<file path="src/rtl/case10_resp_pkg.sv">
// Shared types and default parameters for the case10 response-compaction stage.
// Latency: n/a (types and constants only).
// Backpressure: n/a.
package case10_resp_pkg;

    typedef enum logic [1:0] {
        IDLE  = 2'd0,
        RUN   = 2'd1,
        CHECK = 2'd2,
        DONE  = 2'd3
    } state_t;

    localparam int          DEF_SIG_W   = 16;
    localparam logic [15:0] DEF_POLY    = 16'h1021;
    localparam logic [15:0] DEF_SEED    = 16'hFFFF;
    localparam int          DEF_CNT_W   = 8;
    localparam int          DEF_NUM_VEC = 16;

endpackage

</file>
<file path="src/rtl/case10_misr_core.sv">
// Registered MISR: shifts left, XORs POLY when the MSB falls out, folds din into the low bits.
// Latency: 1 cycle from en to updated sig; load takes priority over en.
// Backpressure: none; caller gates en with its own handshake.
module case10_misr_core
    import case10_resp_pkg::*;
#(
    parameter int               SIG_W = DEF_SIG_W,
    parameter logic [SIG_W-1:0] POLY  = SIG_W'(DEF_POLY)
) (
    input  logic             clk,
    input  logic             rst,
    input  logic             load,
    input  logic             en,
    input  logic [1:0]       din,
    input  logic [SIG_W-1:0] seed,
    output logic [SIG_W-1:0] sig
);

    logic [SIG_W-1:0] sig_next;

    // One MISR step: shift, conditional polynomial feedback, inject the 2-bit response.
    always_comb begin
        sig_next = {sig[SIG_W-2:0], 1'b0}
                 ^ (sig[SIG_W-1] ? POLY : '0)
                 ^ {{(SIG_W-2){1'b0}}, din};
    end

    // Signature register; reset and load both restart from the seed.
    always_ff @(posedge clk) begin
        if (rst) begin
            sig <= seed;
        end else if (load) begin
            sig <= seed;
        end else if (en) begin
            sig <= sig_next;
        end
    end

endmodule

</file>
<file path="src/rtl/case10_resp_misr.sv">
// Compacts NUM_VEC (y1,y2) responses into a MISR signature and compares it with exp_sig.
// Latency: signature updates 1 cycle after accept; done/pass 2 cycles after the last accept.
// Backpressure: in_ready only in RUN; in_valid elsewhere is dropped. Optional RESP_TOGGLE_CNT_EN adds tog_y1/tog_y2.
module case10_resp_misr
    import case10_resp_pkg::*;
#(
    parameter int               SIG_W   = DEF_SIG_W,
    parameter logic [SIG_W-1:0] POLY    = SIG_W'(DEF_POLY),
    parameter logic [SIG_W-1:0] SEED    = SIG_W'(DEF_SEED),
    parameter int               CNT_W   = DEF_CNT_W,
    parameter int               NUM_VEC = DEF_NUM_VEC
) (
    input  logic             clk,
    input  logic             rst,
    input  logic             start,
    input  logic             in_valid,
    output logic             in_ready,
    input  logic             y1,
    input  logic             y2,
    input  logic [SIG_W-1:0] exp_sig,
    output logic             busy,
    output logic             done,
    output logic             pass,
    output logic [SIG_W-1:0] signature,
    output logic [CNT_W-1:0] vec_cnt
`ifdef RESP_TOGGLE_CNT_EN
    ,
    output logic [CNT_W-1:0] tog_y1,
    output logic [CNT_W-1:0] tog_y2
`endif
);

    state_t state_q;
    state_t state_d;
    logic   accept;
    logic   start_ok;
    logic   last_beat;

    assign accept    = in_valid & in_ready;
    assign start_ok  = start & ((state_q == IDLE) | (state_q == DONE));
    assign last_beat = accept & (vec_cnt == CNT_W'(NUM_VEC - 1));

    // State register.
    always_ff @(posedge clk) begin
        if (rst) begin
            state_q <= IDLE;
        end else begin
            state_q <= state_d;
        end
    end

    // Next-state logic: CHECK always lasts exactly one cycle.
    always_comb begin
        state_d = state_q;
        case (state_q)
            IDLE:    if (start_ok)  state_d = RUN;
            RUN:     if (last_beat) state_d = CHECK;
            CHECK:                  state_d = DONE;
            DONE:    if (start_ok)  state_d = RUN;
            default:                state_d = IDLE;
        endcase
    end

    // Outputs decoded from the registered state.
    always_comb begin
        in_ready = (state_q == RUN);
        busy     = (state_q == RUN) | (state_q == CHECK);
        done     = (state_q == DONE);
    end

    // Accepted-response counter; stops at NUM_VEC because RUN is left on that beat.
    always_ff @(posedge clk) begin
        if (rst) begin
            vec_cnt <= '0;
        end else if (start_ok) begin
            vec_cnt <= '0;
        end else if (accept) begin
            vec_cnt <= vec_cnt + 1'b1;
        end
    end

    // Verdict captured during CHECK; held through DONE until the next start.
    always_ff @(posedge clk) begin
        if (rst) begin
            pass <= 1'b0;
        end else if (start_ok) begin
            pass <= 1'b0;
        end else if (state_q == CHECK) begin
            pass <= (signature == exp_sig);
        end
    end

    case10_misr_core #(
        .SIG_W (SIG_W),
        .POLY  (POLY)
    ) u_misr (
        .clk  (clk),
        .rst  (rst),
        .load (start_ok),
        .en   (accept),
        .din  ({y2, y1}),
        .seed (SEED),
        .sig  (signature)
    );

`ifdef RESP_TOGGLE_CNT_EN
    logic prev_y1;
    logic prev_y2;

    // Toggle counters: vec_cnt==0 marks the first beat of a run, which has no predecessor.
    always_ff @(posedge clk) begin
        if (rst) begin
            tog_y1  <= '0;
            tog_y2  <= '0;
            prev_y1 <= 1'b0;
            prev_y2 <= 1'b0;
        end else if (start_ok) begin
            tog_y1  <= '0;
            tog_y2  <= '0;
        end else if (accept) begin
            prev_y1 <= y1;
            prev_y2 <= y2;
            if ((vec_cnt != '0) && (y1 != prev_y1) && (tog_y1 != '1)) begin
                tog_y1 <= tog_y1 + 1'b1;
            end
            if ((vec_cnt != '0) && (y2 != prev_y2) && (tog_y2 != '1)) begin
                tog_y2 <= tog_y2 + 1'b1;
            end
        end
    end
`endif

endmodule

</file>
<file path="config.mk">
export PLATFORM = sky130hd
export DESIGN_NAME = case10_resp_misr
export DESIGN_NICKNAME = d
export VERILOG_FILES = /design/src/rtl/case10_resp_pkg.sv /design/src/rtl/case10_misr_core.sv /design/src/rtl/case10_resp_misr.sv
export SDC_FILE = /design/constraint.sdc
export NUM_CORES = 1
export LEC_CHECK = 0
export ABC_AREA = 1
export CAP_MARGIN = 30
export CORE_MARGIN = 3
export CORE_UTILIZATION = 30
export DETAILED_ROUTE_END_ITERATION = 8
export DONT_BUFFER_PORTS = 1
export GPL_ROUTABILITY_DRIVEN = 0
export PLACE_DENSITY = 0.47
export SLEW_MARGIN = 30
export SYNTH_ARGS = -nofsm -noshare
export SYNTH_HDL_FRONTEND = slang
export SYNTH_SLANG_ARGS = --single-unit
</file>
<file path="constraint.sdc">
create_clock -name clk -period 3.3 [get_ports clk]
set_clock_uncertainty 0.15 [all_clocks]
set_input_delay 0.33 -clock clk [delete_from_list [all_inputs] [get_ports clk]]
set_output_delay 0.33 -clock clk [all_outputs]
set_load 0.1 [all_outputs]
</file>
Word-level counts from Yosys, hierarchy flattened
Cells that the tools add are included.
Cells by class
  equality and inequality tests: 7
  $add $sub $neg: 1
  reduce and logical (&&, ||, !) cells: 4
  bitwise operators: 7
  muxes and demuxes: 4
Operators with widths (count)
  16-bit equality test: 1
  16-bit XOR: 1
  16-bit by 2-bit XOR with 16-bit output: 1
  13-bit 2-to-1 mux: 1
  8-bit by 1-bit adder with 8-bit output, second input constant: 1
  8-bit by 4-bit equality test with 1-bit output, second input constant: 1
  2-bit one-hot mux with 3 select lines: 1
  2-bit equality test, second input constant: 2
  2-bit 2-to-1 mux: 2
  2-bit by 1-bit != test with 1-bit output, second input constant: 2
  2-bit OR reduction: 2
  1-bit bitwise AND: 3
  2-bit by 1-bit equality test with 1-bit output, second input constant: 1
  2-bit logical NOT: 1
  1-bit bitwise OR: 2
  2-bit AND reduction: 1
Word-level totals
  word-level logic and storage cells: 27
  register bits: 27
  output and inout bits: 28

Longest topological paths before layout
  word-level depth: 5
  depth in mapped cells: 9
  depth with buffers taken out: 9

Modules after synthesis
A second synthesis with hierarchy kept.
Unflattened totals
  cell total of the unflattened synthesis: 231
  area, all modules: 1629.1 µm²
Modules (own cells, without submodules)
  case10_resp_misr: area each 840.8 µm², times used 1, cells each 140, seq. area each 220.2 µm²
  case10_misr_core: area each 788.3 µm², times used 1, cells each 91, seq. area each 480.5 µm²

Worst setup path before layout
Ideal clock, no wire load.
  path kind: flip-flop to flip-flop
  start point: register state_q[0]
  end point: register vec_cnt[7]
  buffers on the path: 0
  path slack: 0.944 ns
  cell stages (with the launch flop): 9
  arrival: 2.084 ns
  library setup time: 0.123 ns
  period minus slack after synthesis: 2.356 ns
  cells stage by stage: dfxtp_1 ha_1 nand2_4 nor2_4 nand3_2 nor2_2 nand2_1 o21ai_0 a21oi_1
Between the ends
  elaborated cells between the ends (all ways): 7
RTL lines
  from (decl): RTL line case10_resp_misr.sv:33  | state_t state_q;
  from (signal assigned): RTL line case10_resp_misr.sv:48  | state_q <= state_d;
  2-bit by 1-bit equality test with 1-bit output: RTL line case10_resp_misr.sv:66  | in_ready = (state_q == RUN);
  via in_ready: RTL line case10_resp_misr.sv:17  | output logic in_ready,
  1-bit bitwise AND: RTL line case10_resp_misr.sv:39  | assign accept = in_valid & in_ready;
  to (signal assigned): RTL line case10_resp_misr.sv:78  | vec_cnt <= vec_cnt + 1'b1;
  to (decl): RTL line case10_resp_misr.sv:25  | output logic [CNT_W-1:0] vec_cnt
The timed path passes the listed nets, and every way through them passes these cells.
A chain may end at the register's enable or synchronous reset.

Final worst setup path
  start point: register state_q[0]
  end point: register u_misr.sig[13]
Between the ends
  cells in the longest elaborated chain, start to end: 4
  elaborated cells between the ends (all ways): 7
Ends and longest elaborated chain
  2-bit equality test or 2-bit logical NOT (tied branches): RTL line case10_resp_misr.sv:40  | assign start_ok = start & ((state_q == IDLE) | (state_q == DONE));
  1-bit bitwise OR: RTL line case10_resp_misr.sv:40
  1-bit bitwise AND: RTL line case10_resp_misr.sv:40
  2-bit OR reduction (no source line)
  to (signal assigned): RTL line case10_misr_core.sv:35  | sig <= sig_next;
  to (decl): RTL line case10_misr_core.sv:16  | output logic [SIG_W-1:0] sig
Parallel ways exist; a longest one is shown, timed or not.

==> metrics.md <==
| Metric | Value |
|---|---|
| FF-to-FF Start | state_q[0] |
| Critical path startpoint category | flip-flop |
| Fmax | 493 MHz |
| Slowest cell on the critical path | inv_1 |
| Initial Util | 32.3% |
| Critical Path RT | 3.34 ns |
| Worst hold path depth | 2 |
| I/O pins | 50 |
| R2R cell count | 6 |
| Global-route wire length before repair | 5240 µm |
| Layout cells sized above 1 | 17.5% |
| First drt pass iteration count | 4 |
| Yosys warnings | 0 |
| P&R area growth vs syn | 15.6% |
| TritonCTS Buffers | 3 |
| Reg-to-reg endpoint | u_misr.sig[13] |
| Leading cell types in the layout, fill and taps excluded | nand2_1, inv_1, dfxtp_1, buf_4, a21oi_1 |
| Final core area utilization | 37.3% |
| Remaining Overflow, GRT | 0 |
| Seq/Total Area, Yosys | 36.9% |
| Final setup viols | 0 |
| First-iteration detailed-routing DRC count | 57 |
| Syn_area_per_cell | 7.04 µm² |
| Pins Over Slew Limit | 0 |
| Hold_sp | y2 |
| Slew @ Worst Pin | 0.981 ns |
| CTS Root Cell | clkbuf_8 |
| Diode count | 0 |
| Clk buf depth | 2 |
| Clk Latency, worst-skew pair | 0.27 ns |
| Ys flop type | dfxtp_1 |
| DR DRC count | 0 |
| Mapped Cells | 208 |
| Synthesized cell area | 1460 µm² |
| Post-CTS sizing | 0 |
| Min Tclk post-route | 2.03 ns |
| Max transition margin | 34.7% |
| Power per Cell Area | 807 nW/µm² |
| Detailed-route via count | 1221 |
| Clock Pin Slew Worst Setup and Hold Paths | 0.10 ns |
| Library cells used by synthesis | 27 |
| Die Wd | 75.9 µm |
| Max-cap violation count | 0 |
| Asr flop ratio synth | 0% |
| GRT Resource Usage Total | 12.0% |
| Setup Buffers After CTS | 0 |
| WP data arrival | 2.07 ns |
| Yosys reg bits | 27 |
| Die height | 75.9 µm |
| Worst path max stage delay | 0.48 ns |
| DR WL/cell | 12.0 µm |
| Setup crit end kind | flip-flop |
| Vias per inst | 4.24 |
| Post-DRT Antenna Nets | 0 |
| Port bufs | 0 |
| R2R Setup Slk | 1.27 ns |
| Lkg Pwr | 0.824 nW |
| Placed Area | 1640 µm² |
| Status | completed |
| Worst Path Max Fanout | 21 |
| Routed Wire Length | 3450 µm |
| Hold Path Sink | u_misr.sig[1] |
| Worst Setup Path Type | flip-flop to flip-flop |
| Fin crit share | 61.4% |
| Total power | 1.37 mW |
| Hold bufs inserted after CTS | 1 |
| Initial antenna violation count | 0 |
| Buffers & Inverters on Critical Path | 2 |
| Hold Path Class | primary input to flip-flop |
| Core area | 4530 µm² |
| Hpwl dp | 2690 µm |
| Top delay family on crit path | buffers and inverters |
| Final Instance Area | 1690 µm² |
| Area of the die | 5750 µm² |
| Post-synth EDFFs | 0 |
| CTS tree | done |
| Final hold viol count | 0 |
| Vias in the first global route | 1092 |
| Critical-path cell list | ha_1 -> buf_4 -> nand2_4 -> inv_1 -> a21oi_1 -> o21ai_0 |
| Post-route setup TNS | 0 ns |
| H-tree levels | 1 |
| RSZ-0062 raised after global routing | no |
| Largest net degree at the start of global routing | 22 |
| Final layout net count | 250 |
| Final hold slack | 0.0529 ns |
| Max rail drop VDD | 0.261 mV |
| Syn nets | 234 |
| CTS sink cnt | 27 |
| Row cnt | 24 |
| Commonest non-fill, non-tap cell in the layout | nand2_1 |
==> per-layer routing <==
metal / track usage, % / share of wire [%] / routed length [µm]
met3: 3.96 / 8.8 / 302
met4: 4.08 / 0.81 / 28
met5: 0 / 0 / 0
met1: 16.6 / 46 / 1580
met2: 17.6 / 45 / 1540
==> cells in the mapped netlist (all sizes together), types with 2 or more instances <==
cell | count | area share (%)
nand4 | 2 | 0.85
inv | 32 | 8.2
dfxtp | 27 | 37
clkbuf | 2 | 0.51
nor2 | 15 | 5.0
ha | 4 | 3.4
nand2 | 49 | 13
buf | 15 | 7.1
nand3 | 6 | 2.4
o211ai | 5 | 2.6
xnor2 | 6 | 3.6
o21ai | 17 | 5.8
a21oi | 23 | 8.1
==> registers in the layout, summed over array words and instances (netlist names) <==
signal	cells
vec_cnt	8
state_q	2
pass	1
u_misr.sig	16
==> through the flow <==
stage	setup WS, ns	std cells
floorplan	0.944	208
global placement	1.33	283
detailed placement	1.29	283
CTS	1.24	288
global route	1.01	288
finish	1.27	288
==> worst max path at each step <==
stage	from	to	slack [ns]	depth (start not counted)
6_report	state_q[0]	u_misr.sig[13]	1.27	6
5_1_grt	state_q[0]	vec_cnt[0]	1.01	6
4_1_cts	state_q[0]	vec_cnt[0]	1.24	6
3_5_place_dp	state_q[0]	vec_cnt[0]	1.29	6
3_3_place_gp	state_q[0]	vec_cnt[0]	1.33	6
2_1_floorplan	state_q[0]	vec_cnt[7]	0.94	8
==> cell families (layout without fill, tap and decap cells) <==
| family | count (synthesis) | in the layout | share of synthesized area [%] |
|---|---|---|---|
| compound gates | 47 | 47 | 17.4 |
| xor+xnor | 6 | 6 | 3.59 |
| fa+ha+maj | 4 | 4 | 3.42 |
| buf+inv | 49 | 64 | 15.8 |
| flops | 27 | 27 | 36.9 |
| simple gates | 75 | 75 | 22.8 |
==> where the power goes <==
part	switching [mW]	leakage (nW)	internal [mW]
clock network	0.106	0.0255	0.0846
registers	0.0249	0.220	0.372
logic	0.616	0.578	0.163
==> layout make-up <==
| class | count | area [µm²] |
|---|---|---|
| Clock inverter | 1 | 5.00 |
| Inverter | 32 | 120 |
| Timing Repair Buffer | 28 | 213 |
| Fill cell | 495 | 2840 |
| Multi-Input combinational cell | 132 | 692 |
| Tap cell | 65 | 81.3 |
| Sequential cell | 27 | 541 |
| Clock buffer | 3 | 41.3 |
Power figures use the tool's default switching activity.
